`src/rtl/mips_cpu_pkg.sv`:
```
// Shared CPU types, plus the data-memory arbiter state and owner encodings.
package mips_cpu_pkg;

  localparam int unsigned WORD_W = 32;
  localparam int unsigned DM_AW  = 32;

  typedef logic [WORD_W-1:0] word_t;
  typedef logic [DM_AW-1:0]  dm_addr_t;

  localparam logic [3:0] BE_WORD = 4'b1111;

  typedef enum logic [1:0] {
    IDLE,
    ISSUE,
    WAIT,
    RESP
  } dmarb_state_enum;

  typedef enum logic {
    OWNER_CPU,
    OWNER_DBG
  } dmarb_owner_enum;

endpackage

```
`src/rtl/dm_arb_pick.sv`:
```
// Combinational grant for the data-memory arbiter: CPU priority unless debug is starved.
module dm_arb_pick (
  input  logic cpu_req,
  input  logic dbg_req,
  input  logic starve,
  output logic grant_cpu,
  output logic grant_dbg
);

  always_comb begin
    grant_dbg = dbg_req & (starve | ~cpu_req);
    grant_cpu = cpu_req & ~grant_dbg;
  end

endmodule

```
`src/rtl/dm_arbiter.sv`:
```
// Single-port data-memory arbiter between the CPU mem stage and the debug/loader port.
// One access in flight: IDLE -> ISSUE -> WAIT (DM_LAT cycles) -> RESP.
module dm_arbiter
  import mips_cpu_pkg::*;
#(
  parameter int unsigned DM_LAT         = 1,
  parameter int unsigned DBG_STARVE_MAX = 4
) (
  input  logic       clk,
  input  logic       rst,
  input  logic       cpu_req,
  input  logic       cpu_we,
  input  dm_addr_t   cpu_addr,
  input  word_t      cpu_wdata,
  input  logic [3:0] cpu_bytesel,
  output word_t      cpu_rdata,
  output logic       cpu_ack,
  output logic       cpu_stall,
  input  logic       dbg_req,
  input  logic       dbg_we,
  input  dm_addr_t   dbg_addr,
  input  word_t      dbg_wdata,
  output word_t      dbg_rdata,
  output logic       dbg_ack,
  output logic       dmce,
  output logic       dmwe,
  output dm_addr_t   dmaddr,
  output word_t      dmdin,
  output logic [3:0] dmbe,
  input  word_t      dmdout
);

  dmarb_state_enum state, state_next;
  dmarb_owner_enum owner_q;
  logic            we_q;
  dm_addr_t        addr_q;
  word_t           wdata_q;
  logic [3:0]      be_q;
  word_t           rd_q;
  logic [3:0]      starve_cnt;
  logic [2:0]      wait_cnt;
  logic            starve;
  logic            grant_cpu, grant_dbg;

  assign starve = (starve_cnt == 4'(DBG_STARVE_MAX));

  dm_arb_pick u_pick (
    .cpu_req  (cpu_req),
    .dbg_req  (dbg_req),
    .starve   (starve),
    .grant_cpu(grant_cpu),
    .grant_dbg(grant_dbg)
  );

  always_ff @(posedge clk or posedge rst) begin
    if (rst) state <= IDLE;
    else     state <= state_next;
  end

  always_comb begin
    state_next = state;
    dmce       = 1'b0;
    dmwe       = 1'b0;
    dmbe       = '0;
    cpu_ack    = 1'b0;
    dbg_ack    = 1'b0;
    unique case (state)
      IDLE:  if (grant_cpu | grant_dbg) state_next = ISSUE;
      ISSUE: begin
        dmce       = 1'b1;
        dmwe       = we_q;
        dmbe       = be_q;
        state_next = WAIT;
      end
      WAIT:  if (wait_cnt == '0) state_next = RESP;
      RESP: begin
        cpu_ack    = (owner_q == OWNER_CPU);
        dbg_ack    = (owner_q == OWNER_DBG);
        state_next = IDLE;
      end
      default: state_next = IDLE;
    endcase
    cpu_stall = cpu_req & ~cpu_ack;
  end

  always_ff @(posedge clk or posedge rst) begin
    if (rst) begin
      owner_q    <= OWNER_CPU;
      we_q       <= 1'b0;
      addr_q     <= '0;
      wdata_q    <= '0;
      be_q       <= '0;
      rd_q       <= '0;
      starve_cnt <= '0;
      wait_cnt   <= '0;
    end else begin
      unique case (state)
        IDLE: begin
          if (grant_dbg) begin
            owner_q    <= OWNER_DBG;
            we_q       <= dbg_we;
            addr_q     <= dbg_addr;
            wdata_q    <= dbg_wdata;
            be_q       <= BE_WORD;
            starve_cnt <= '0;
          end else if (grant_cpu) begin
            owner_q <= OWNER_CPU;
            we_q    <= cpu_we;
            addr_q  <= cpu_addr;
            wdata_q <= cpu_wdata;
            be_q    <= cpu_we ? cpu_bytesel : BE_WORD;
            // A CPU grant with debug waiting implies starve is not yet saturated.
            if (!dbg_req)     starve_cnt <= '0;
            else if (!starve) starve_cnt <= starve_cnt + 4'd1;
          end else begin
            starve_cnt <= '0;
          end
        end
        ISSUE: wait_cnt <= 3'(DM_LAT - 1);
        WAIT: begin
          if (wait_cnt == '0) begin
            if (!we_q) rd_q <= dmdout;
          end else begin
            wait_cnt <= wait_cnt - 3'd1;
          end
        end
        default: ;
      endcase
    end
  end

  assign dmaddr    = addr_q;
  assign dmdin     = wdata_q;
  assign cpu_rdata = rd_q;
  assign dbg_rdata = rd_q;

endmodule

```
`config.mk`:
```
export PLATFORM = sky130hd
export DESIGN_NAME = dm_arbiter
export DESIGN_NICKNAME = d
export VERILOG_FILES = /design/src/rtl/mips_cpu_pkg.sv /design/src/rtl/dm_arb_pick.sv /design/src/rtl/dm_arbiter.sv
export SDC_FILE = /design/constraint.sdc
export NUM_CORES = 1
export LEC_CHECK = 0
export BUFFER_PORTS_ARGS = -buffer_cell sky130_fd_sc_hd__buf_2
export CAP_MARGIN = 10
export CORE_AREA = 2 2 121 123
export CTS_CLUSTER_DIAMETER = 100
export DETAILED_ROUTE_END_ITERATION = 8
export DIE_AREA = 0 0 123 125
export PLACE_DENSITY = 0.76
export SLEW_MARGIN = 20
export SYNTH_ARGS = -nofsm -noshare
export SYNTH_HDL_FRONTEND = slang
export SYNTH_SLANG_ARGS = --single-unit
```
`constraint.sdc`:
```
create_clock -name clk -period 10.28 [get_ports clk]
set_input_delay 3.084 -clock clk [delete_from_list [all_inputs] [get_ports clk]]
set_output_delay 3.084 -clock clk [all_outputs]
set_load 0.05 [all_outputs]
```
Word-level counts from Yosys, hierarchy flattened

Cells that the tools add are included.

Memory bits (writable): 0
Memories kept: 0
Bits in latches: 0
Bits in registers: 111
Memory bits (read-only): 0

Bitwise gates (word level): 10
Add/sub/neg operators: 2
Equality and inequality tests: 8
Reduce and logical (&&, ||, !) cells: 9
Div/mod/pow operators: 0
Shifts and indexed selects: 0
Order comparisons: 0
Muxes and demuxes: 25
Multiply operators: 0

Operator list:

| cell                                                 | count |
|---|---|
| two-way mux 32 bit                                   | 4 |
| two-way mux 4 bit                                    | 8 |
| two-way mux 1 bit                                    | 8 |
| one-hot mux 2 bit (4 select lines)                   | 1 |
| AND reduction 2 bit                                  | 4 |
| inequality test 2 bit (second input constant)        | 3 |
| one-hot mux 3 bit (2 select lines)                   | 1 |
| NOT 1 bit                                            | 5 |
| adder 4 x 1 -> 4 bit (second input constant)         | 1 |
| equality test 2 bit (second input constant)          | 2 |
| equality test 4 x 3 -> 1 bit (second input constant) | 1 |
| two-way mux 2 bit                                    | 2 |
| inequality test 4 bit (second input constant)        | 1 |
| nonzero test 2 bit                                   | 2 |
| bitwise AND 1 bit                                    | 3 |
| zero test 3 bit                                      | 1 |
| two-way mux 3 bit                                    | 1 |
| AND reduction 3 bit                                  | 1 |
| subtractor 3 x 1 -> 3 bit (second input constant)    | 1 |
| equality test 2 x 1 -> 1 bit (second input constant) | 1 |
| zero test 2 bit                                      | 1 |
| OR 1 bit                                             | 2 |

Longest topological paths before layout

Word-level depth: 8
Mapped depth: 8
Mapped depth without buffers: 6

Modules after synthesis

A second synthesis with hierarchy kept.

Cell total of the unflattened synthesis: 472
Area total of the unflattened synthesis: 5361.4 um^2

By module, submodules not included:

| module      | instances | cells each | area an instance (um^2) |
|---|---|---|---|
| dm_arbiter  | 1         | 469        | 5342.6 |
| dm_arb_pick | 1         | 3          | 18.8 |

Worst setup path after synthesis

Ideal clock, no wire load.

Path type: input to output
Start point: input cpu_req
End point: output cpu_stall
Setup slack: 3.208 ns
Data arrival time: 3.988 ns
Stages on the path: 3
Path through: buf_2 > inv_1 > nor2_1

Longest elaborated chain between the ends: 1

Ends and longest elaborated chain:

| element           | line             | source |
|---|---|---|
| from (decl)       | dm_arbiter.sv:11 | `input logic cpu_req,` |
| bitwise AND 1 bit | dm_arbiter.sv:83 | `cpu_stall = cpu_req & ~cpu_ack;` |
| to (decl)         | dm_arbiter.sv:18 | `output logic cpu_stall,` |

No other way between the ends.

Worst setup path after layout

Same ends and word-level chain as after synthesis.

==> results.tsv <==
metric	value	unit
buffer count from post-CTS setup fixing	0	
Synth Warn #	0	
Top FF cell, synth	dfrtp_1	
final std cells w/o fill	988	
fin crit period	7480	ps
Worst-Skew Late Latency	350	ps
H-tree Lvls	3	
initial antenna violation count	0	
CTS tree	built	
# rows	44	
Cell variety after synth	36	
synthesized instance count	555	
EDFF count, synth	0	
VDD IR max	0.181	mV
number of nets in the layout	977	
Post-synth ARST share	100	%
Root Driver	clkbuf_16	
initial core utilization	38.8	%
Max Freq	134	MHz
vias in the first global route	5002	
largest net degree at the start of global routing	74	
CP Launch Type	primary input	
CP required	7200	ps
CTS Hold Bufs	0	
clock-pin slew on the worst setup and hold paths	70	ps
Vias/cell	5.25	
type of the worst setup path	in2out	
worst-case clock buffer depth	2	
1st-iter DRT viols	305	
Design Power	0.00293	W
Slew @ Worst Pin	911	ps
IO buf count	306	
placed instance area	6820	µm²
Post-Route WL	16000	µm
placed cell count	972	
post-synthesis sequential area ratio	50.4	%
CP Max Fanout	71	
post-CTS resize count	0	
Worst EP arrival	4400	ps
Setup crit end kind	output port	
power density over the cells	411	nW/µm²
DR pass1 iterations	4	
GR Overflow Total	0	
GRT Resource Usage Total	20.4	%
RSZ-0062 raised after global routing	false	
share of cells above drive strength 1	45.8	%
fin. max-slew vios	0	
status	complete, no violations	
clk sinks	111	
Worst Skew	7.42	ps
Final Hold Viols	0	
Inserted Diodes	0	
fillcell total	1328	
Cell Area, Synth	5510	µm²
Avg Inst Size Synth	9.93	µm²
Setup TNS Final	0	ps
post-route cell area	7130	µm²
Die W	123	µm
DR WL/cell	16.2	µm
Final GP Congestion	0.779	
first-pass GRT wire length	24800	µm
via count	5185	
layout overhead on the synthesized area	29.4	%
commonest non-fill, non-tap cells in the layout	buf_2 (306), nand2_1 (133), dfrtp_1 (111)	
max cap viols	0	
commonest non-fill, non-tap cell in the layout	buf_2	
Mapped Nets	733	
DIE AREA	15400	µm²
Top Ports	307	
number of remaining DRC errors	0	
max_slew headroom	39.2	%
# setup viols final	0	
core area	14200	µm²
final period utilization	72.8	%
Num CTS Buffers	9	
worst min path class	reg2reg	
pre-CTS worst setup slack	2800	ps
die height	125	µm
setup ws final	2800	ps
#FFs+latches synth	111	
hpwl dp	10700	µm
post-route ant nets	0	
Leak	3.48	nW
## logic make-up (layout without fill, tap and decap cells)
| kind of cell | Yosys count | in the layout | synth area share (%) |
|---|---|---|---|
| AOI/OAI and AO/OA | 83 | 83 | 11.2 |
| adders and majority gates | 8 | 8 | 1.82 |
| buffers and inverters | 92 | 341 | 10.2 |
| DFF | 111 | 111 | 50.4 |
| muxes | 34 | 34 | 6.93 |
| and+or+nand+nor | 227 | 227 | 19.4 |
## state kept, by name (all words and copies together), names as in the netlist
signal	cells
dmaddr	32
be_q	4
owner_q	1
wait_cnt	3
dmdin	32
cpu_rdata	32
state	2
starve_cnt	4
we_q	1
## synth_stat cells, drive strengths merged, types with 2 or more instances
master / count / area, µm²
inv: 11 / 41.3
nand4: 65 / 407
clkbuf: 18 / 67.6
o211ai: 65 / 488
mux2: 33 / 372
and2: 6 / 37.5
nand3: 4 / 20.0
buf: 63 / 455
nand2: 133 / 499
or3: 2 / 13.8
nor2: 10 / 37.5
o21ai: 5 / 40.0
dfrtp: 111 / 2780
a31oi: 5 / 31.3
ha: 8 / 100
a21oi: 2 / 10.0
## final timing paths
kind | start | end | slack (ps) | cells past startpoint
min in group asynchronous | rst | dmaddr[2]$_DFFE_PP0P_ | 2770 | 2
max | cpu_req | cpu_stall | 2800 | 5
min reg2reg | dmaddr[9]$_DFFE_PP0P_ | dmaddr[9]$_DFFE_PP0P_ | 490 | 2
max reg2reg | state[0]$_DFFE_PP0P_ | state[1]$_DFFE_PP0P_ | 7910 | 6
min | dmaddr[9]$_DFFE_PP0P_ | dmaddr[9]$_DFFE_PP0P_ | 490 | 2
max in group asynchronous | rst | starve_cnt[0]$_DFFE_PP0P_ | 6200 | 3
## layout make-up
cell class	instances	area, µm²	share of cell area, %
clock buffers	10	229	3.21
clock inverters	6	76.3	1.07
inverters	11	43.8	0.614
multi-input cells	352	2180	30.6
flip-flops and latches	111	2780	39.0
well taps	184	230	3.23
repair buffers	314	1590	22.3
## metal layers
layer  track usage [%]  vias to the layer above  part of all wire (%)
met5                 0                        -                     0
met4              9.43                        0                   3.4
met3              2.87                       35                   5.8
met2              35.6                      228                    51
met1              24.5                     2493                    40
li1                  -                     2429                     -
## power breakdown
group	internal, W	total [W]	switching, W
combinational	0.000425	0.00181	0.00138
sequential	0.000641	0.000762	0.000121
clock	0.000194	0.000362	0.000168
## worst max-delay path, cell delays in order
cell and delay [ps]:
buf_2 80, buf_4 610, inv_1 200, nor2_1 140, buf_2 270
## per-stage QoR
stage / util, % / hold WS (ps)
CTS: 50.2 / 498
global route: 50.2 / 516
floorplan: - / 464
finish: 50.2 / 492
global placement: 48.0 / 473
detailed placement: 48.0 / 481
(Power assumes the default switching activity.)
